## src/rtl/pad_1wire_pkg.sv

```systemverilog
// Shared types and frame constants for the single-wire pad transceiver.
// Optional even parity is enabled by defining PAD_1WIRE_XCVR_PARITY_EN.
package pad_1wire_pkg;

  typedef enum logic [2:0] {
    IDLE,
    TX_START,
    TX_DATA,
    TX_STOP,
    TURN,
    RX_START,
    RX_DATA,
    RX_STOP
  } state_t;

  localparam int unsigned DATA_BITS = 8;
`ifdef PAD_1WIRE_XCVR_PARITY_EN
  localparam int unsigned FRAME_BITS = DATA_BITS + 1;
`else
  localparam int unsigned FRAME_BITS = DATA_BITS;
`endif
  localparam int unsigned IDX_W    = 4;
  localparam logic [IDX_W-1:0] LAST_IDX = IDX_W'(FRAME_BITS - 1);

  function automatic logic even_par(input logic [DATA_BITS-1:0] d);
    return ^d;
  endfunction

  // Payload bits in wire order (LSB first), parity appended when enabled.
  function automatic logic [FRAME_BITS-1:0] tx_frame(input logic [DATA_BITS-1:0] d);
`ifdef PAD_1WIRE_XCVR_PARITY_EN
    return {even_par(d), d};
`else
    return d;
`endif
  endfunction

endpackage

```

## src/rtl/pad_sync2.sv

```systemverilog
// Two-flop synchronizer for the asynchronous pad input; resets to the
// released-line level so reset never looks like a start bit.
module pad_sync2 (
  input  logic clk,
  input  logic rst_n,
  input  logic d,
  output logic q
);

  logic meta;

  // NOTE: non-blocking assignments make the two flops a true two-stage
  // shift; blocking ones would collapse them into a single stage.
  always_ff @(posedge clk or negedge rst_n) begin
    if (!rst_n) begin
      meta <= 1'b1;
      q    <= 1'b1;
    end else begin
      meta <= d;
      q    <= meta;
    end
  end

endmodule

```

## src/rtl/pad_1wire_xcvr.sv

```systemverilog
// Half-duplex single-wire UART-style transceiver driving a tri-state pad.
// Build with PAD_1WIRE_XCVR_PARITY_EN defined to add an even-parity bit.
module pad_1wire_xcvr
  import pad_1wire_pkg::*;
#(
  parameter int unsigned CLKDIV   = 8,
  parameter int unsigned TURN_CYC = 2
) (
  input  logic       HCLK,
  input  logic       HRESETn,
  input  logic [7:0] tx_data,
  input  logic       tx_valid,
  output logic       tx_ready,
  output logic [7:0] rx_data,
  output logic       rx_valid,
  output logic       rx_err,
  output logic       pad_o,
  output logic       pad_noe,
  input  logic       pad_i,
  output logic       busy
);

  localparam int unsigned CNT_SPAN = (CLKDIV > TURN_CYC) ? CLKDIV : TURN_CYC;
  localparam int unsigned CNT_W    = $clog2(CNT_SPAN);
  localparam logic [CNT_W-1:0] BIT_LAST  = CNT_W'(CLKDIV - 1);
  localparam logic [CNT_W-1:0] HALF_LAST = CNT_W'(CLKDIV / 2 - 1);
  localparam logic [CNT_W-1:0] TURN_LAST = CNT_W'(TURN_CYC - 1);

  state_t                 state, state_nxt;
  logic [CNT_W-1:0]       cnt, cnt_nxt;
  logic [IDX_W-1:0]       idx, idx_nxt;
  logic [FRAME_BITS-1:0]  tx_sh, tx_sh_nxt;
  logic [FRAME_BITS-1:0]  rx_sh, rx_sh_nxt;
  logic [7:0]             rx_data_nxt;
  logic                   rx_valid_nxt, rx_err_nxt;
  logic                   rx_s, rx_prev, rx_fall;
  logic                   tx_en;
  logic                   bit_end;
  logic                   par_ok;

  pad_sync2 u_sync (
    .clk   (HCLK),
    .rst_n (HRESETn),
    .d     (pad_i),
    .q     (rx_s)
  );

  assign rx_fall = rx_prev & ~rx_s;
  assign bit_end = (cnt == BIT_LAST);
  assign busy    = (state != IDLE);

`ifdef PAD_1WIRE_XCVR_PARITY_EN
  assign par_ok = (rx_sh[FRAME_BITS-1] == even_par(rx_sh[7:0]));
`else
  assign par_ok = 1'b1;
`endif

  // tx_en holds tx_ready low until the first clock after reset release.
  always_ff @(posedge HCLK or negedge HRESETn) begin
    if (!HRESETn) begin
      state    <= IDLE;
      cnt      <= '0;
      idx      <= '0;
      tx_sh    <= '0;
      rx_sh    <= '0;
      rx_data  <= '0;
      rx_valid <= 1'b0;
      rx_err   <= 1'b0;
      rx_prev  <= 1'b1;
      tx_en    <= 1'b0;
    end else begin
      state    <= state_nxt;
      cnt      <= cnt_nxt;
      idx      <= idx_nxt;
      tx_sh    <= tx_sh_nxt;
      rx_sh    <= rx_sh_nxt;
      rx_data  <= rx_data_nxt;
      rx_valid <= rx_valid_nxt;
      rx_err   <= rx_err_nxt;
      rx_prev  <= rx_s;
      tx_en    <= 1'b1;
    end
  end

  // NOTE: every output of this block gets a default first, so no path can
  // leave a signal unassigned and infer a latch.
  always_comb begin
    state_nxt    = state;
    cnt_nxt      = cnt + 1'b1;
    idx_nxt      = idx;
    tx_sh_nxt    = tx_sh;
    rx_sh_nxt    = rx_sh;
    rx_data_nxt  = rx_data;
    rx_valid_nxt = 1'b0;
    rx_err_nxt   = 1'b0;
    pad_o        = 1'b1;
    pad_noe      = 1'b1;
    tx_ready     = 1'b0;

    unique case (state)
      IDLE: begin
        cnt_nxt = '0;
        idx_nxt = '0;
        if (rx_fall) begin
          state_nxt = RX_START;
        end else if (tx_en) begin
          tx_ready = 1'b1;
          if (tx_valid) begin
            tx_sh_nxt = tx_frame(tx_data);
            state_nxt = TX_START;
          end
        end
      end

      TX_START: begin
        pad_noe = 1'b0;
        pad_o   = 1'b0;
        if (bit_end) begin
          cnt_nxt   = '0;
          idx_nxt   = '0;
          state_nxt = TX_DATA;
        end
      end

      TX_DATA: begin
        pad_noe = 1'b0;
        pad_o   = tx_sh[0];
        if (bit_end) begin
          cnt_nxt   = '0;
          tx_sh_nxt = tx_sh >> 1;
          if (idx == LAST_IDX) begin
            idx_nxt   = '0;
            state_nxt = TX_STOP;
          end else begin
            idx_nxt = idx + 1'b1;
          end
        end
      end

      TX_STOP: begin
        pad_noe = 1'b0;
        if (bit_end) begin
          cnt_nxt   = '0;
          state_nxt = TURN;
        end
      end

      // Line is released but the synchronizer still carries our own stop
      // bit; pad_i is ignored until it has drained.
      TURN: begin
        if (cnt == TURN_LAST) begin
          cnt_nxt   = '0;
          state_nxt = IDLE;
        end
      end

      RX_START: begin
        if (cnt == HALF_LAST) begin
          cnt_nxt   = '0;
          idx_nxt   = '0;
          state_nxt = rx_s ? IDLE : RX_DATA;
        end
      end

      // Sampling one full bit after the start-bit midpoint lands mid-bit.
      RX_DATA: begin
        if (bit_end) begin
          cnt_nxt   = '0;
          rx_sh_nxt = {rx_s, rx_sh[FRAME_BITS-1:1]};
          if (idx == LAST_IDX) begin
            idx_nxt   = '0;
            state_nxt = RX_STOP;
          end else begin
            idx_nxt = idx + 1'b1;
          end
        end
      end

      RX_STOP: begin
        if (bit_end) begin
          cnt_nxt   = '0;
          state_nxt = IDLE;
          if (rx_s && par_ok) begin
            rx_data_nxt  = rx_sh[7:0];
            rx_valid_nxt = 1'b1;
          end else begin
            rx_err_nxt = 1'b1;
          end
        end
      end

      default: begin
        state_nxt = IDLE;
      end
    endcase
  end

endmodule
```

## config.mk

```make
export PLATFORM = sky130hd
export DESIGN_NAME = pad_1wire_xcvr
export DESIGN_NICKNAME = d
export VERILOG_FILES = /design/src/rtl/pad_1wire_pkg.sv /design/src/rtl/pad_sync2.sv /design/src/rtl/pad_1wire_xcvr.sv
export SDC_FILE = /design/constraint.sdc
export NUM_CORES = 1
export LEC_CHECK = 0
export CAP_MARGIN = 10
export CORE_ASPECT_RATIO = 0.75
export CORE_MARGIN = 2
export CORE_UTILIZATION = 28
export DETAILED_ROUTE_END_ITERATION = 8
export SYNTH_ARGS = -nofsm -noshare
export SYNTH_HDL_FRONTEND = slang
export SYNTH_SLANG_ARGS = --single-unit
```

## constraint.sdc

```tcl
create_clock -name HCLK -period 1.95 [get_ports HCLK]
set_input_delay 0.39 -clock HCLK [delete_from_list [all_inputs] [get_ports HCLK]]
set_output_delay 0.39 -clock HCLK [all_outputs]
set_load 0.05 [all_outputs]
```

==> results.toml, run 1 <==
[critical_path]
crit_cells = 1
cp_data_arrival_time_ns = 1.46
path_cells = "clkdlybuf4s50_1"
r2r_setup_slack_ns = 0.11
critPathSlowestCell = "clkdlybuf4s50_1"
critical_path.max_stage_delay_ns = 0.81
crit_family = "buffers and inverters"
worstPathRequired_ns = 1.56
reg2reg_from = "cnt[0]"
r2r-end = "state[0]"
crit_start = "rx_data[5]"
ff2ff_path_depth = 6
crit_buf_inv = 1
crit_path_max_fanout = 2
crit_type = "reg -> out"
cp-end-kind = "primary output"
crit_path_end = "rx_data[5]"
cp-start-kind = "flop"

[placement]
io_buffers = 25
dp.cells = 286
place_congestion = 0.804
dp_hpwl_mm = 2.77
place_ws_ns = 0.0782

[global_route]
grt_max_degree = 22
antenna_found_initial = 0
grt.total_usage_pct = 11.1
grt_pass1_wl_mm = 6.80
grt_pass1_vias = 1366
grt-ovfl-total = 0

[power_and_ir_drop]
total_power_mw = 2.99
ir_worst_vdd_mv = 0.442
p_per_area_nw_per_um2 = 1170
leakage_nw = 1.16

[synthesis]
synth_area_leader_cell = "dfrtp_1"
ys_seq_elements = 40
synthArstFlopShare_pct = 100
yosysSeqAreaShare_pct = 50.9
synth_edf_count = 0
yosysWarningCount = 0
syn_area_um2 = 1970
synth_top_cell_area_share_pct = 46.9
syn-num-nets = 192
yosysUniqueCellTypes = 37
avgSynthCellArea_um2 = 11.4
synth_cells = 173
synth_area_leaders = "dfrtp_1, mux2_2, mux2i_1"
ys.flop_type = "dfrtp_1"

[timing]
fin_hold_ws_ns = 0.0538
worst_slack_ns = 0.0980
fmax_mhz = 540
finalMaxSlewViolations = 0
period_share_pct = 95.0
period_minus_slack_ns = 1.85
clock_skew_ns = 0.00419
relSlewSlack_pct = 65.8
setup_violations = 0
worst_pin_slew_ns = 0.512
finalHoldViolations = 0

[layout]
fin_nets = 228
area_growth_pct = 29.2
layout-drive-gt1-share_pct = 28.6
final_cell_mix = "dfrtp_1, clkdlybuf4s50_1, mux2_2"
final_common_cell = "dfrtp_1"
num_antenna_cells = 0
fin_cells = 294

[clock_tree]
clk_pin_slew_ns = 0.09
clock_latency_ns = 0.29
cts_setup_buffers = 0
cts_hold_buffers = 0
clockRootBuffer = "clkbuf_8"
h-tree-depth = 2
cts_inserted_buffers = 5
tritoncts = "yes"
cts_sinks = 40
ctsLongestPathBuffers = 2

[routing]
routed_wl_mm = 3.99
firstDrtPassIters = 4
dr_total_vias = 1367
drtAntennaViolNets = 0
dr.first_iter.drc_count = 145
routed_via_density = 4.65
drc_errors = 0
wl_per_cell_um = 13.6

[floorplanning]
die_w_um = 101
core_um2 = 6830
fp-row-count = 26
dieArea_um2 = 7750
die_height_um = 76.7
ioPinCount = 26
start_util_pct = 28.9

[job]
maxCapViolations = 0

[min_path]
worstHoldPathType = "in -> async"

[outcome]
status = "finished clean"
-- kinds of logic (layout without fill, tap and decap cells) --
family / after synthesis / after routing / synth area share (%)
multiplexers: 26 / 26 / 14.3
AND/OR/NAND/NOR: 45 / 45 / 13.1
buffers and inverters: 14 / 51 / 3.74
other: 1 / 1 / 0.190
flip-flops: 40 / 40 / 50.9
AO/OA/AOI/OAI: 40 / 40 / 13.4
adder cells (fa/ha/maj): 7 / 7 / 4.44
-- worst min-delay path by stage --
stage	start	end	slack [ns]
2_1_floorplan	HRESETn	cnt[0]	0.09
3_3_place_gp	u_sync.meta	u_sync.q	0.35
3_5_place_dp	u_sync.meta	u_sync.q	0.35
4_1_cts	HRESETn	rx_data[4]	0.07
5_1_grt	HRESETn	rx_data[3]	0.08
6_report	HRESETn	rx_data[3]	0.05
-- state kept, by name, indices dropped and copies added, names as in the netlist, 3 cells and up --
name	flops
cnt	3
idx	4
rx_data	8
rx_sh	8
state	3
tx_sh	8
-- synth_stat cells, types with 2 or more instances --
cell and instances:
nand3b_1 2, nor2_1 11, dfrtp_1 37, o22a_1 2
a21o_1 2, o21ai_0 8, mux2i_1 9, nor2b_1 5
clkbuf_1 3, a31oi_1 9, mux2_2 17, dfstp_2 3
buf_6 2, nand2_1 8, nand3_1 4, inv_1 6
buf_2 2, nand2b_1 7, ha_1 7, a21oi_1 12
-- where the power goes --
group          leakage [nW]  internal (mW)  switching [mW]  total [mW]
registers             0.516          0.962           0.132        1.09
clock network        0.0548          0.386           0.320       0.706
logic                 0.589          0.550           0.641        1.19
total                  1.16           1.90            1.09        2.99
-- stage by stage --
step	utilization (%)	TNS (ns)	cell area (µm²)
2_1_floorplan	-	0	1980
3_3_place_gp	35.4	0	2420
3_5_place_dp	35.4	0	2420
4_1_cts	37.2	0	2540
5_1_grt	37.3	-0.000471	2550
6_report	37.3	0	2550
-- layout make-up --
cell class | count | area (µm²)
clock buffers | 5 | 68.8
clock inverters | 3 | 46.3
repair buffers | 37 | 385
multi-input cells | 119 | 915
inverters | 6 | 22.5
well taps | 84 | 105
fillers | 676 | 4280
flip-flops and latches | 40 | 1010
-- per-layer routing --
layer  wire length (µm)  GRT usage (%)
met1               2000           16.3
met5                  0              0
met3                264           4.28
met4                 10           2.43
met2               1720           15.3
-- timing repair --
item	CTS	global route
gates cloned	0	0
endpoints found under the setup margin	1	3
resized for setup	2	4
(Power assumes the default switching activity.)
==> inputs of run 2 (changes only) <==
--- a/config.mk
+++ b/config.mk
@@ -5,7 +5,7 @@
 export SDC_FILE = /design/constraint.sdc
 export NUM_CORES = 1
 export LEC_CHECK = 0
-export CAP_MARGIN = 10
+export CAP_MARGIN = 20
 export CORE_ASPECT_RATIO = 0.75
 export CORE_MARGIN = 2
 export CORE_UTILIZATION = 28
==> results of run 2 <==
The final DEF is identical to that of run 1; final timing and power are the same.
==> inputs of run 3 (changes only) <==
--- a/config.mk
+++ b/config.mk
@@ -6,10 +6,11 @@
 export NUM_CORES = 1
 export LEC_CHECK = 0
 export CAP_MARGIN = 20
-export CORE_ASPECT_RATIO = 0.75
+export CORE_ASPECT_RATIO = 0.9
 export CORE_MARGIN = 2
 export CORE_UTILIZATION = 28
 export DETAILED_ROUTE_END_ITERATION = 8
+export HOLD_SLACK_MARGIN = 0.08
 export SYNTH_ARGS = -nofsm -noshare
 export SYNTH_HDL_FRONTEND = slang
 export SYNTH_SLANG_ARGS = --single-unit
==> results.toml, run 3 (synthesized netlist as in run 1, its figures left out) <==
[outcome]
status = "finished clean"

[layout]
num_antenna_cells = 0
final_common_cell = "dfrtp_1"
final_cell_mix = "dfrtp_1, buf_4, clkdlybuf4s50_1"
reg_top3 = "rx_data: 8 flops, rx_sh: 8 flops, tx_sh: 8 flops"
fin_nets = 235
area_growth_pct = 30.4
layout-drive-gt1-share_pct = 29.5
fin_cells = 310
nFillCells = 673

[floorplanning]
die_w_um = 92.5
fp-row-count = 29
core_um2 = 6930
die_height_um = 83.7
ioPinCount = 26
dieArea_um2 = 7740
start_util_pct = 28.5

[placement]
place_congestion = 0.819
dp.cells = 297
dp_hpwl_mm = 2.73
io_buffers = 25

[power_and_ir_drop]
leakage_nw = 1.17
ir_worst_vdd_mv = 0.605
p_per_area_nw_per_um2 = 1120

[critical_path]
crit_type = "reg -> reg"
r2r_setup_slack_ns = 0.09
critPathSlowestCell = "a2111o_1"
worstPathRequired_ns = 2.13
crit_path_max_fanout = 9
crit_family = "compound AO/OA/AOI/OAI gates"
cp-start-kind = "flop"
cp_data_arrival_time_ns = 2.04
r2r-end = "state[2]"
crit_buf_inv = 1
critical_path.max_stage_delay_ns = 0.42
path_cells = "ha_2 -> ha_1 -> buf_4 -> nor2b_4 -> a2111o_1 -> a221o_1"
cp-end-kind = "flop"
reg2reg_from = "cnt[0]"
ff2ff_path_depth = 6

[global_route]
antenna_found_initial = 0
grt_pass1_vias = 1417
grt.total_usage_pct = 10.8
grt_pass1_wl_mm = 6.73
grt_max_degree = 41
grt-ovfl-total = 0

[timing]
fmax_mhz = 538
period_minus_slack_ns = 1.86
worst_pin_slew_ns = 0.509
clock_skew_ns = 0.0109
finalHoldViolations = 0
fin_hold_ws_ns = 0.141
setup_violations = 0
period_share_pct = 95.4
relSlewSlack_pct = 66.0
rsz0062_at_grt = "no"
finalMaxSlewViolations = 0
setup-tns-final_ns = 0

[clock_tree]
clk_pin_slew_ns = 0.08
clock_latency_ns = 0.29
cts_hold_buffers = 0
h-tree-depth = 2
tritoncts = "yes"
clockRootBuffer = "clkbuf_8"
cts_inserted_buffers = 5
cts_sinks = 40
ctsLongestPathBuffers = 2

[routing]
dr.first_iter.drc_count = 46
drc_errors = 0
drtAntennaViolNets = 0
firstDrtPassIters = 4
wl_per_cell_um = 12.6
routed_wl_mm = 3.91
dr_total_vias = 1392
routed_via_density = 4.49

[min_path]
worstHoldPathType = "in -> async"

[job]
maxCapViolations = 0
==> run 3: changes by cell type in the layout (fill, tap and decap cells not counted), sizes merged <==
cell | before | now
buf | 18 | 25
bufinv | 1 | 0
clkbuf | 5 | 6
clkinv | 0 | 1
inv | 7 | 6
==> run 3: worst max path at each step <==
stage | endpoint | startpoint | cells after the start
after floorplan | state[0] | cnt[0] | 7
after global placement | state[2] | cnt[0] | 6
after detailed placement | state[2] | cnt[0] | 6
after CTS | pad_o | state[1] | 5
after global routing | state[2] | cnt[0] | 6
final | state[2] | cnt[0] | 6
==> run 3: layout make-up <==
class	count	area, µm²	area share, %
inverter	6	22.5	0.875
tap	93	116	4.52
multi-input combinational	119	918	35.7
clock buffer	6	72.6	2.82
sequential	40	1010	39.1
clock inverter	2	12.5	0.486
timing repair buffer	44	425	16.5
==> run 3: metrics by stage <==
stage,power [mW],setup slack (ns),cell area [µm²],util (%)
after floorplan,1.83,0.0478,1980,-
after global placement,2.30,0.125,2430,35.1
after detailed placement,2.31,0.0883,2430,35.1
after CTS,2.87,0.0582,2520,36.4
after global routing,3.10,0.0184,2570,37.2
final,2.90,0.0906,2570,37.2
==> run 3: repair_timing <==
| action | in CTS | in global routing |
|---|---|---|
| buffers inserted | 0 | 5 |
| resized for setup | 2 | 3 |
| endpoints found under the setup margin | 1 | 2 |
| pin swaps | 0 | 0 |
==> run 3: power by group <==
part	internal, mW	switching [mW]
registers	0.962	0.108
logic	0.612	0.674
clock network	0.250	0.290
total	1.82	1.07
==> run 3: routing by layer <==
| layer | wire length [µm] | track usage [%] | vias to the layer above |
|---|---|---|---|
| li1 | - | - | 698 |
| met5 | 0 | 0 | - |
| met4 | 44 | 3.26 | 0 |
| met1 | 1970 | 15.5 | 658 |
| met3 | 258 | 4.16 | 6 |
| met2 | 1630 | 15.1 | 30 |
